[src/rtl/serial_bram_pkg.sv]
// Shared definitions for the serial <-> BRAM bridge: lane indices, widths and FSM encoding.
// Used by both directions so the byte lane order stays identical.
package serial_bram_pkg;

  localparam int unsigned MASK_W = 4;
  localparam int unsigned BYTE_W = 8;
  localparam int unsigned WORD_W = MASK_W * BYTE_W;

  localparam int unsigned LANE_0 = 0;  // word[7:0]
  localparam int unsigned LANE_1 = 1;
  localparam int unsigned LANE_2 = 2;
  localparam int unsigned LANE_3 = 3;  // word[31:24]

  typedef enum logic [1:0] {
    StIdle,
    StWaitByte,
    StWrite,
    StDone
  } rx_state_e;

endpackage

[src/rtl/byte_lane_picker.sv]
// Selects the highest still-pending byte lane as a one-hot vector and flags whether it is
// the last pending lane.
module byte_lane_picker
  import serial_bram_pkg::*;
(
  input  logic [MASK_W-1:0] pending,
  output logic [MASK_W-1:0] lane_sel,
  output logic              last_byte
);

  always_comb begin
    lane_sel = '0;
    if (pending[LANE_3]) begin
      lane_sel[LANE_3] = 1'b1;
    end else if (pending[LANE_2]) begin
      lane_sel[LANE_2] = 1'b1;
    end else if (pending[LANE_1]) begin
      lane_sel[LANE_1] = 1'b1;
    end else if (pending[LANE_0]) begin
      lane_sel[LANE_0] = 1'b1;
    end
  end

  assign last_byte = (|pending) && ((pending & ~lane_sel) == '0);

endmodule

[src/rtl/serial_data_to_bram.sv]
// Collects a byte-masked 32-bit word from a UART RX byte stream and issues one byte-enabled
// BRAM write. Optional inter-byte timeout abort enabled by defining SERIAL_RX_TIMEOUT_EN.
module serial_data_to_bram
  import serial_bram_pkg::*;
#(
  parameter int unsigned ADDR_WIDTH     = 32,
  parameter int unsigned TIMEOUT_CYCLES = 100000
) (
  input  logic                  clk,
  input  logic                  rst,
  input  logic                  enable,
  input  logic [MASK_W-1:0]     bytes_to_receive,
  input  logic [ADDR_WIDTH-1:0] write_addr,
  input  logic [BYTE_W-1:0]     uart_data_in,
  input  logic                  uart_data_valid,
  output logic [WORD_W-1:0]     bram_data_out,
  output logic [ADDR_WIDTH-1:0] bram_write_addr,
  output logic [MASK_W-1:0]     bram_we,
  output logic                  bram_write,
  output logic                  receive_complete,
  output logic                  busy,
  output logic                  receive_error
);

  rx_state_e             state_q, state_d;
  logic [MASK_W-1:0]     mask_q, mask_d;
  logic [MASK_W-1:0]     pending_q, pending_d;
  logic [ADDR_WIDTH-1:0] addr_q, addr_d;
  logic [WORD_W-1:0]     data_q, data_d;
  logic                  err_q, err_d;
  logic [MASK_W-1:0]     lane_sel;
  logic                  last_byte;
  logic                  timeout_hit;

  byte_lane_picker u_picker (
    .pending   (pending_q),
    .lane_sel  (lane_sel),
    .last_byte (last_byte)
  );

`ifdef SERIAL_RX_TIMEOUT_EN
  localparam int unsigned CntW = $clog2(TIMEOUT_CYCLES + 1);

  logic [CntW-1:0] cnt_q, cnt_d;

  // Counter idles at zero outside WAIT_BYTE, so entering WAIT_BYTE starts from zero.
  always_comb begin
    cnt_d = '0;
    if (state_q == StWaitByte && !uart_data_valid) begin
      cnt_d = cnt_q + 1'b1;
    end
  end

  always_ff @(posedge clk) begin
    if (rst) begin
      cnt_q <= '0;
    end else begin
      cnt_q <= cnt_d;
    end
  end

  assign timeout_hit = (state_q == StWaitByte) && (cnt_q == CntW'(TIMEOUT_CYCLES - 1));
`else
  logic unused_timeout;
  assign unused_timeout = ^TIMEOUT_CYCLES;
  assign timeout_hit    = 1'b0;
`endif

  always_comb begin
    state_d   = state_q;
    mask_d    = mask_q;
    pending_d = pending_q;
    addr_d    = addr_q;
    data_d    = data_q;
    err_d     = 1'b0;
    case (state_q)
      StIdle: begin
        if (enable) begin
          mask_d    = bytes_to_receive;
          pending_d = bytes_to_receive;
          addr_d    = write_addr;
          data_d    = '0;
          state_d   = (|bytes_to_receive) ? StWaitByte : StDone;
        end
      end
      StWaitByte: begin
        if (uart_data_valid) begin
          for (int unsigned i = 0; i < MASK_W; i++) begin
            if (lane_sel[i]) begin
              data_d[i*BYTE_W +: BYTE_W] = uart_data_in;
            end
          end
          pending_d = pending_q & ~lane_sel;
          if (last_byte) begin
            state_d = StWrite;
          end
        end else if (timeout_hit) begin
          pending_d = '0;
          err_d     = 1'b1;
          state_d   = StIdle;
        end
      end
      StWrite: state_d = StDone;
      StDone:  state_d = StIdle;
      default: state_d = StIdle;
    endcase
  end

  always_ff @(posedge clk) begin
    if (rst) begin
      state_q   <= StIdle;
      mask_q    <= '0;
      pending_q <= '0;
      addr_q    <= '0;
      data_q    <= '0;
      err_q     <= 1'b0;
    end else begin
      state_q   <= state_d;
      mask_q    <= mask_d;
      pending_q <= pending_d;
      addr_q    <= addr_d;
      data_q    <= data_d;
      err_q     <= err_d;
    end
  end

  assign bram_write       = (state_q == StWrite);
  assign bram_we          = bram_write ? mask_q : '0;
  assign receive_complete = (state_q == StDone);
  assign busy             = (state_q != StIdle);
  assign receive_error    = err_q;
  assign bram_data_out    = data_q;
  assign bram_write_addr  = addr_q;

endmodule

[config.mk]
export PLATFORM = sky130hd
export DESIGN_NAME = serial_data_to_bram
export DESIGN_NICKNAME = d
export VERILOG_FILES = /design/src/rtl/serial_bram_pkg.sv /design/src/rtl/byte_lane_picker.sv /design/src/rtl/serial_data_to_bram.sv
export SDC_FILE = /design/constraint.sdc
export NUM_CORES = 1
export LEC_CHECK = 0
export BUFFER_PORTS_ARGS = -buffer_cell sky130_fd_sc_hd__buf_2
export CAP_MARGIN = 10
export CORE_ASPECT_RATIO = 1.5
export CORE_MARGIN = 4
export CORE_UTILIZATION = 47
export CTS_CLUSTER_DIAMETER = 200
export DETAILED_ROUTE_END_ITERATION = 6
export PLACE_DENSITY = 0.78
export SYNTH_ARGS = -nofsm -noshare
export SYNTH_HDL_FRONTEND = slang
export SYNTH_SLANG_ARGS = --single-unit
export TNS_END_PERCENT = 10
[constraint.sdc]
create_clock -name clk -period 2.1 [get_ports clk]
set_clock_uncertainty 0.2 [all_clocks]
set_input_delay 0.315 -clock clk [delete_from_list [all_inputs] [get_ports clk]]
set_output_delay 0.315 -clock clk [all_outputs]
set_load 0.01 [all_outputs]
; After elaboration in Yosys (flattened, before gate mapping)
; Index checks and enable logic that the tools add are counted.
[totals]
in_bits = 48
output_inout_bits = 72
register_bits = 74
[classes]
mux = 23
eq_ne = 10
bitwise = 2
n_reduce_logical = 14
[op_table]
columns = operator, count
row1 = 2-to-1 mux 32 bit, 2
row2 = one-hot mux 32 bit (2 select lines), 1
row3 = 2-to-1 mux 8 bit, 4
row4 = AND reduction 4 bit, 4
row5 = 2-to-1 mux 4 bit, 3
row6 = 2-to-1 mux 2 bit, 5
row7 = inequality test 2 x 1 -> 1 bit (second input constant), 4
row8 = one-hot mux 2 bit (4 select lines), 1
row9 = one-hot mux 4 bit (2 select lines), 1
row10 = OR reduction 4 bit, 2
row11 = inequality test 2 bit (second input constant), 3
row12 = AND reduction 3 bit, 2
row13 = 2-to-1 mux 1 bit, 5
row14 = AND 4 bit, 1
row15 = equality test 2 bit (second input constant), 2
row16 = zero test 4 bit, 1
row17 = inverter 4 bit, 1
row18 = nonzero test 2 bit, 2
row19 = 2-to-1 mux 3 bit, 1
row20 = equality test 2 x 1 -> 1 bit (second input constant), 1
row21 = zero test 2 bit, 1
row22 = AND reduction 2 bit, 1
row23 = logical AND 1 bit, 1

; Depth between registers and ports, before layout
[logic_depth]
word_depth = 11
mapped_depth = 8
ltp_nobuf = 6

; By module
; A second synthesis with hierarchy kept.
[hier_totals]
cells_unflattened = 335
hier_area_um2 = 2974.1
[by_module_without_submodules]
columns = mod, seq_area_each_um2, area_per_inst_um2, instances, cells_each
row1 = serial_data_to_bram, 1481.4, 2909.0, 1, 326
row2 = byte_lane_picker, 0.0, 65.1, 1, 9

; Worst setup path after synthesis
; No wires, ideal clock.
[synth_timing]
path_type = register -> register
startpoint = register state_q[0]
endpoint = register data_q[0] (netlist: bram_data_out[0])
path_buffers = 2
period_less_slack_ps = 1919
t_arrival_ps = 1660
t_required_ps = 1841
setup_slack_ps = 181
setup_time_ps = 59
path_stages_with_launch = 9
path_cell_list = dfxtp_1 inv_1 ha_1 buf_6 mux2i_4 nor4_4 and3b_1 buf_6 a22o_2
[synth_via]
elab_chain_cells = 3
word_cells_on_any_way = 8
cone_classes = eq/ne (4) / mux (1) / reduce/logical (3)
[synth_lines]
columns = item, line_no
row1 = "start, declared", serial_data_to_bram.sv:25  ; rx_state_e state_q, state_d;
row2 = "start signal, assigned", serial_data_to_bram.sv:111  ; state_q <= StIdle;
row3 = "start signal, assigned", serial_data_to_bram.sv:118  ; state_q <= state_d;
row4 = equality test 2 x 1 -> 1 bit or zero test 2 bit (tied branches), serial_data_to_bram.sv:76  ; case (state_q)
row5 = "inequality test 2 x 1 -> 1 bit (no source line), or another cell as far along", -
row6 = AND reduction 4 bit (no source line), -
row7 = "end signal, assigned", serial_data_to_bram.sv:122  ; data_q <= data_d;
row8 = "end, declared", serial_data_to_bram.sv:29  ; logic [WORD_W-1:0] data_q, data_d;
; Parallel ways exist; a longest one is shown, timed or not.
; A chain may end at the register's enable or synchronous reset.

; Final worst setup path
[layout_timing]
startpoint = register state_q[0]
endpoint = register data_q[17] (netlist: bram_data_out[17])
; Same word-level chain as after synthesis.

==> results.md <==
* Global-route wire length before repair at 13.0 mm
* Die area at 7500 sq um
* Final Cycle Share at 93.8%
* DRT Pass-1 Iters at 4
* 1st-iter DRT viols at 106
* Slew margin rel. at 63.0%
* Sum Neg Setup Slack at 0 ns
* Htree depth at 3
* Syn_area_per_cell at 9.01 sq um
* DR vias at 2780
* CTS tree: done
* Skew-Pair Late Insertion Delay at 0.34 ns
* Max Cap Violations at 0
* Number of synthesized flops with an enable pin at 0
* Slowest Stage Delay on Critical Path at 0.48 ns
* Cell row count at 34
* RSZ-0062 raised after global routing: no
* List of most frequent post-synthesis cells: 78 x nand2_1, 74 x dfxtp_1, 40 x a21oi_1
* Register area share after synthesis at 51.2%
* Area delta synth->final at 40.3%
* Clk buf depth at 2
* Max Transition Viols Final at 0
* Clock Pin Slew Worst Setup and Hold Paths at 0.08 ns
* WP buf/inv at 2
* Hold/Removal Path Class: primary input to flop
* GRT Total Usage at 21.2%
* Layout Cells excl Fill at 545
* GPL Wtd Cong at 0.873
* Synth Flop Type: dfxtp_1
* Yosys reg bits at 74
* Worst ir drop on vdd at 657 uV
* NetSw at 1.55 mW
* CP max FO at 8
* Synth cell types at 41
* Post-Route WL at 7.83 mm
* Hold Vio Cnt, Final at 0
* Synth top area cells: dfxtp_1 51%, nand2_1 10%, a21oi_1 6.9%
* Detailed placer's ending HPWL at 5.42 mm
* Most instantiated library cell after synthesis: nand2_1
* Syn Nets at 373
* Buffers on Ports at 118
* Worst Path Class, Setup: flop to flop
* Critical path's most frequent cell: buf_4
* Synth Warn # at 0
* CTS root buf: clkbuf_8
* Die width at 72.0 um
* Post-route ant nets at 0
* Initial antenna violation count at 0
* Layout cell share with drive strength beyond 1 at 36.2%
* Clock power frac at 25.2%
* Fmax at 0.508 GHz
* Drt drc at 0
* Comb pwr share at 36.6%
* Layout Nets at 520
* Post-Syn Instances at 321
* GRT Residual Overflow at 0
* Sequential fraction of design power at 38.2%
* Outcome: finished, final reports clean
* Post-synthesis async set-or-reset flop share at 0%
* Crit start category: flop
* P per Cell Area at 1070 nW/um^2
* Post-DR wirelength/cell at 14.4 um
* # IOs at 120
* Die H at 104 um
* Fill count at 453
* WL met2 at 3.82 mm
* Lkg Pwr at 1.86 nW
* Largest net degree at the start of global routing at 37
* Sw Ratio at 35.7%
* ANT cells at 0
* Crit-path slowest cell: nor4b_4
* CORE AREA at 5870 sq um
* Worst Path Arrival at 2.05 ns
* Share of the synthesized area in the top cell type at 51.2%
* Worst Path Required at 2.18 ns
* Crit. End Element: flop
* Crit path max-delay family: simple AND/OR/NAND/NOR gates
* Initial Utilization at 49.3%
* Routed wire length on met3 at 671 um
* CTS sink count at 74
* CP Cell Sequence: buf_4, ha_2, buf_4, nand2_2, nor4b_4, a22oi_1, nor2_1
* Flop-to-flop setup slack at 0.13 ns
* Worst slew pin tran at 0.552 ns
* Synth area leader: dfxtp_1
* CTS Buf Count at 9
* Inst Count DP at 503
* Vias/cell at 5.10
* Met1 wire length at 3.19 mm
* Internal power at 2.79 mW
* Top routing layer in use: met4
* Final number of setup-violating endpoints at 0
* Final min period at 1.97 ns
* Vias in the first global route at 2774
* Post-Syn Area at 2890 sq um
[cell usage in the layout (no fill, tap or decap), types with 3 or more instances in the layout]
| cell type | netlist | routed |
|---|---|---|
| o21ai_0 | 5 | 5 |
| nand2_1 | 78 | 78 |
| a22oi_1 | 16 | 16 |
| nand3b_1 | 3 | 3 |
| dlygate4sd3_1 | 0 | 25 |
| clkbuf_8 | 0 | 9 |
| a211oi_1 | 3 | 3 |
| and2_1 | 5 | 5 |
| buf_2 | 7 | 118 |
| a22o_1 | 9 | 9 |
| nor3_2 | 3 | 3 |
| a22o_2 | 7 | 7 |
| nor2_1 | 23 | 23 |
| inv_1 | 5 | 5 |
| buf_4 | 1 | 12 |
| dfxtp_1 | 74 | 74 |
| a21oi_1 | 40 | 40 |
[routing by layer]
metal / global-route usage [%] / vias up
li1: - / 1390
met2: 35.3 / 116
met5: 0 / -
met4: 9.14 / 0
met3: 5.71 / 13
met1: 25.2 / 1261
[logic make-up (layout without fill, tap and decap cells)]
family	count (synthesis)	after routing	share of synthesized area [%]
multiplexers	1	1	0.779
adder cells (fa/ha/maj)	4	4	1.73
buffers and inverters	26	178	4.59
AND/OR/NAND/NOR	126	126	20.5
other	1	1	0.130
flip-flops	74	74	51.2
AO/OA/AOI/OAI	88	88	20.7
XOR/XNOR	1	1	0.303
[what timing repair did]
item	in CTS	in global routing
pin swaps	1	1
hold buffers	25	0
buffers inserted	0	1
gates resized for setup	2	4
hold endpoints to repair	25	0
setup endpoints to repair	8	32
[registers in the layout, indices dropped and copies added (netlist names)]
register and flops:
bram_data_out 32, bram_write_addr 32, mask_q 4, pending_q 4
state_q 2
[worst register-to-register path: cells and delay by family (launching register included)]
family                     cells  cell delay (ns)
adders and majority gates      1             0.23
AOI/OAI and AO/OA              1             0.18
and+or+nand+nor                3             0.69
DFF                            1             0.33
buffers and inverters          2             0.28
[final timing paths]
path,cells after the start,from,to
max,7,state_q[0],bram_data_out[17]
min,3,write_addr[22],bram_write_addr[22]
max reg2reg,7,state_q[0],bram_data_out[17]
min reg2reg,2,mask_q[2],mask_q[2]
[per-stage QoR]
step	hold WS, ns	instance area [sq um]	utilization, %	setup slack (ns)	total power, mW
3_3_place_gp	0.238	3570	60.8	0.0536	3.14
5_1_grt	0.0119	4060	69.1	0.00401	4.60
4_1_cts	0.000880	4020	68.5	0.0147	4.32
6_report	0.0175	4060	69.1	0.131	4.34
2_1_floorplan	0.232	2890	-	0.181	2.68
3_5_place_dp	0.243	3570	60.8	0.0220	3.18
[power groups by stage]
stage	sequential [mW]	combinational, mW	clock [mW]
after floorplan	1.73	0.953	0
after global placement	1.68	1.46	0
after detailed placement	1.69	1.50	0
after CTS	1.66	1.54	1.12
after global routing	1.68	1.75	1.17
final	1.66	1.59	1.09
[layout make-up]
cell class | instances | area (sq um) | share of cell area (%)
Clock inverter | 7 | 75.1 | 1.85
Tap cell | 72 | 90.1 | 2.22
Multi-Input combinational cell | 221 | 1300 | 32.0
Timing Repair Buffer | 157 | 971 | 23.9
Clock buffer | 9 | 124 | 3.05
Inverter | 5 | 18.8 | 0.463
Sequential cell | 74 | 1480 | 36.5
Note: power is estimated with default switching activity, not from simulation.
